## src/rtl/dmem_arbiter.sv

```systemverilog
// dmem_arbiter: shares the single-port data memory between the pipeline MEM
// stage and an auxiliary requester (loader / debug). One access per cycle,
// fixed one-cycle read latency, starvation guard for the aux side.
//
// No FSM here; the only sequencing state is the aux wait counter and the
// one-deep response tracker (rspP / rspA) that routes returning read data.
module dmem_arbiter #(
  parameter int ADDR_W     = 8,
  parameter int DATA_W     = 32,
  parameter int STARVE_MAX = 4
) (
  input  logic              clk,
  input  logic              rst,
  input  logic              p_rd,
  input  logic              p_wr,
  input  logic [ADDR_W-1:0] p_addr,
  input  logic [DATA_W-1:0] p_wdata,
  output logic              p_stall,
  output logic              p_rvalid,
  output logic [DATA_W-1:0] p_rdata,
  input  logic              a_req,
  input  logic              a_we,
  input  logic [ADDR_W-1:0] a_addr,
  input  logic [DATA_W-1:0] a_wdata,
  output logic              a_gnt,
  output logic              a_rvalid,
  output logic [DATA_W-1:0] a_rdata,
  output logic [ADDR_W-1:0] m_addr,
  output logic [DATA_W-1:0] m_wdata,
  output logic              m_read,
  output logic              m_write,
  input  logic [DATA_W-1:0] m_rdata
);

  localparam logic [3:0] StarveLim = 4'(STARVE_MAX);

  logic              pReq;
  logic              pRead;
  logic              auxWin;
  logic              pWin;
  logic [3:0]        waitCnt;
  logic              rspP;
  logic              rspA;
  logic [DATA_W-1:0] pHold;
  logic [DATA_W-1:0] aHold;
  logic [ADDR_W-1:0] addrHold;
  logic [DATA_W-1:0] wdataHold;

  // Grant decision; a write+read pipeline request is treated as a write only.
  always_comb begin
    pReq   = p_rd | p_wr;
    pRead  = p_rd & ~p_wr;
    auxWin = ~rst & a_req & (~pReq | (waitCnt == StarveLim));
    pWin   = ~rst & pReq & ~auxWin;
  end

  assign p_stall = pReq & auxWin;
  assign a_gnt   = auxWin;

  // Memory command follows the winner; address/data park on the last access when idle.
  always_comb begin
    m_read  = 1'b0;
    m_write = 1'b0;
    m_addr  = addrHold;
    m_wdata = wdataHold;
    if (auxWin) begin
      m_read  = ~a_we;
      m_write = a_we;
      m_addr  = a_addr;
      m_wdata = a_wdata;
    end else if (pWin) begin
      m_read  = pRead;
      m_write = p_wr;
      m_addr  = p_addr;
      m_wdata = p_wdata;
    end
  end

  // Wait counter, response tracker, parked command and read-data holding registers.
  always_ff @(posedge clk) begin
    if (rst) begin
      waitCnt   <= '0;
      rspP      <= 1'b0;
      rspA      <= 1'b0;
      pHold     <= '0;
      aHold     <= '0;
      addrHold  <= '0;
      wdataHold <= '0;
    end else begin
      if (auxWin || pWin) begin
        addrHold  <= m_addr;
        wdataHold <= m_wdata;
      end
      if (a_req && !auxWin) begin
        if (waitCnt != StarveLim) waitCnt <= waitCnt + 4'd1;
      end else begin
        waitCnt <= '0;
      end
      rspP <= pWin & pRead;
      rspA <= auxWin & ~a_we;
      if (rspP) pHold <= m_rdata;
      if (rspA) aHold <= m_rdata;
    end
  end

  // Read return; a response registered just before reset is suppressed while rst is high.
  always_comb begin
    p_rvalid = rspP & ~rst;
    a_rvalid = rspA & ~rst;
    p_rdata  = '0;
    a_rdata  = '0;
    if (!rst) begin
      p_rdata = rspP ? m_rdata : pHold;
      a_rdata = rspA ? m_rdata : aHold;
    end
  end

endmodule
```

## config.mk

```make
export PLATFORM = sky130hd
export DESIGN_NAME = dmem_arbiter
export DESIGN_NICKNAME = d
export VERILOG_FILES = /design/src/rtl/dmem_arbiter.sv
export SDC_FILE = /design/constraint.sdc
export NUM_CORES = 1
export LEC_CHECK = 0
export ABC_AREA = 1
export ABC_CLOCK_PERIOD_IN_PS = 1780
export CORE_MARGIN = 8
export CORE_UTILIZATION = 42
export DETAILED_ROUTE_END_ITERATION = 12
export PLACE_DENSITY = 0.82
export REMOVE_ABC_BUFFERS = 1
export SLEW_MARGIN = 40
export SYNTH_ARGS = -nofsm -noshare
export SYNTH_HDL_FRONTEND = slang
export SYNTH_SLANG_ARGS = --single-unit
```

## constraint.sdc

```tcl
create_clock -name clk -period 1.78 [get_ports clk]
set_input_delay 0.356 -clock clk [delete_from_list [all_inputs] [get_ports clk]]
set_output_delay 0.356 -clock clk [all_outputs]
set_load 0.02 [all_outputs]
```

==> flow_metrics.py <==
metrics = {
    "routing": {
        "drtPass1Iterations": 7,
        "drt_iter0_markers": 739,
        "routed_wl_mm": 28.05,
        "via_per_inst": 5.871,
        "wire_per_inst_um": 23.71,
        "final_antenna_net_count": 0,
        "drc_errors": 0,
        "vias": 6945,
    },
    "worst_setup_path": {
        "cp.required_ns": 1.42,
        "critPathArrivalTime_ns": 1.93,
        "crit_path_end_kind": "primary output",
        "cp-start-kind": "flop",
        "path_class": "reg -> out",
        "worstPathMaxFanout": 13,
    },
    "timing": {
        "finalCritPeriodShare": 1.286,
        "holdWs_ns": 0.4172,
        "slew_headroom": 0.6083,
        "max_slew.worst_pin.slew_ns": 0.5875,
        "period_needed_ns": 2.289,
        "finalSetupViolCount": 59,
        "fmax_mhz": 436.9,
        "finClkSkew_ns": 0.01044,
        "report.final.slew_viol_count": 0,
        "rsz0062_at_grt": "true",
        "fin_ws_ns": -0.5089,
        "setup-tns-final_ns": -17.38,
        "final_hold_viol_count": 0,
    },
    "run_status": {
        "status": "finished with violations",
        "violations": "negative setup slack",
    },
    "global_routing": {
        "grt_pass1_vias": 6288,
        "gr-total-overflow": 0,
        "grt_usage": 0.2691,
        "grt_pass1_wl_mm": 33.68,
        "grt_max_degree": 61,
        "antenna_found_initial": 0,
    },
    "clocking": {
        "cts.reportedPaths.clkPinSlew_ns": 0.08,
        "clk_path_buf_depth": 2,
        "h-tree-depth": 3,
        "cts.sinks": 110,
        "clk-insertion-delay-late_ns": 0.36,
        "ctsHoldBuffers": 0,
        "numCtsBuffers": 9,
        "cts_tree": "yes",
        "root_buffer": "clkbuf_16",
    },
    "floorplan": {
        "dieWidth_um": 124.9,
        "io_pins": 228,
        "core_area_um2": 11520,
        "rows": 39,
        "fp.dieH_um": 124.9,
        "die_area_um2": 15610,
        "start_util": 0.4327,
    },
    "cells_and_area": {
        "drive_gt1_frac": 0.5606,
        "final_cells": 1183,
        "syn_to_final_growth_pct": 102.5,
        "fillers": 443,
        "fin_area_um2": 10090,
        "utilization": 0.8762,
        "diodes": 0,
        "fin_nets": 1155,
    },
    "yosys": {
        "seq_area_frac_synth": 0.4419,
        "synth.avg_cell_area_um2": 7.427,
        "synthTopCellsByArea": "dfxtp_1 (44%), nand3_1 (10%), nor2_1 (10%)",
        "synthCells": 671,
        "netlist.area_leader.share": 0.4419,
        "synth_cell_types": 25,
        "netlist_area_um2": 4984,
        "yosys.area.top_type": "dfxtp_1",
        "ys_warn_count": 0,
        "synth_seq_cells": 110,
    },
    "placement": {
        "place_ws_ns": -0.8430,
        "numPlacedInstances": 1101,
        "place_area_um2": 8071,
        "routabilityCongestion": 0.8502,
        "dp_hpwl_mm": 13.13,
        "io_buffer_count": 227,
    },
    "pwr": {
        "power.total_mw": 6.634,
        "ir_drop_v": 0.0005080,
        "power_density_nw_per_um2": 657.5,
        "p_leak_nw": 4.452,
    },
    "flow_run": {
        "cap_violations": 0,
    },
    "min_path": {
        "worst_hold_path_type": "in -> reg",
    },
}
-- state kept, by name, indices dropped and copies added (netlist names) --
register   flops
aHold         32
pHold         32
wdataHold     32
addrHold       8
waitCnt        4
rspA           1
rspP           1
-- cells in the final DEF (no fill, tap or decap), drive strengths merged --
cell / Yosys / routed
o21ai: 66 / 66
clkdlybuf4s50: 0 / 114
a21oi: 41 / 41
nand3: 123 / 123
clkinvlp: 0 / 2
dfxtp: 110 / 110
bufbuf: 0 / 1
xnor2: 1 / 1
clkbuf: 16 / 19
clkinv: 0 / 3
nand2: 89 / 90
bufinv: 0 / 1
o22ai: 1 / 1
nand4: 1 / 1
xor2: 1 / 1
ha: 2 / 2
nor2: 135 / 135
buf: 32 / 274
dlygate4sd2: 0 / 3
inv: 53 / 52
-- path summary, 6_finish.rpt --
| path | from | end | slack [ns] | cells past startpoint |
|---|---|---|---|---|
| max | waitCnt[0] | m_wdata[20] | -0.51 | 10 |
| min | rst | wdataHold[12] | 0.42 | 3 |
| max reg2reg | waitCnt[0] | addrHold[0] | 0.06 | 11 |
| min reg2reg | pHold[6] | pHold[6] | 0.50 | 2 |
-- cell usage after synthesis (all sizes together) --
library cell	number
o22ai	1
xnor2	1
nand2	89
a21oi	41
nand3	123
inv	53
nor2	135
nand4	1
ha	2
buf	32
xor2	1
dfxtp	110
clkbuf	16
o21ai	66
-- area by class of cell --
class | count | area, µm² | area share
multi-input combinational | 461 | 3133 | 0.3105
sequential | 110 | 2212 | 0.2192
inverter | 53 | 229.0 | 0.02269
clock buffer | 11 | 242.7 | 0.02405
timing repair buffer | 400 | 4036 | 0.4000
clock inverter | 5 | 58.81 | 0.005828
tap | 143 | 178.9 | 0.01773
-- per-layer routing --
layer	vias up	wire (µm)	global-route usage
met5	-	0	0
met3	141	3261	0.1050
met2	586	13380	0.4457
met1	3303	9897	0.3042
met4	0	1513	0.1139
li1	2915	-	-
-- where the power goes --
group / switching (mW) / total [mW] / internal [mW] / leakage (nW)
Sequential: 0.0446 / 2.61 / 2.56 / 0.900
Combinational: 0.973 / 1.91 / 0.933 / 3.41
Clock: 0.986 / 2.12 / 1.13 / 0.142
-- cell families after synthesis --
family,share of synthesized area
buffers and inverters,0.09993
AO/OA/AOI/OAI,0.1245
AND/OR/NAND/NOR,0.3251
XOR/XNOR,0.003516
flip-flops,0.4419
adder cells (fa/ha/maj),0.005021
-- critical path, cell delays in order (launching register included) --
cell and delay, ns:
dfxtp_2 0.33, inv_2 0.06, ha_4 0.14, nand3_4 0.11
nand2_8 0.10, buf_4 0.25, nand3_1 0.16, nand2_1 0.16
inv_2 0.06, nand2_1 0.08, buf_6 0.12
-- repair_timing --
action,4_1_cts,5_1_grt
endpoints found under the setup margin,110,98
gates resized for setup,642,302
buffers inserted,16,34
cloned,10,8
pin swaps,44,73
Note: power is estimated with default switching activity, not from simulation.
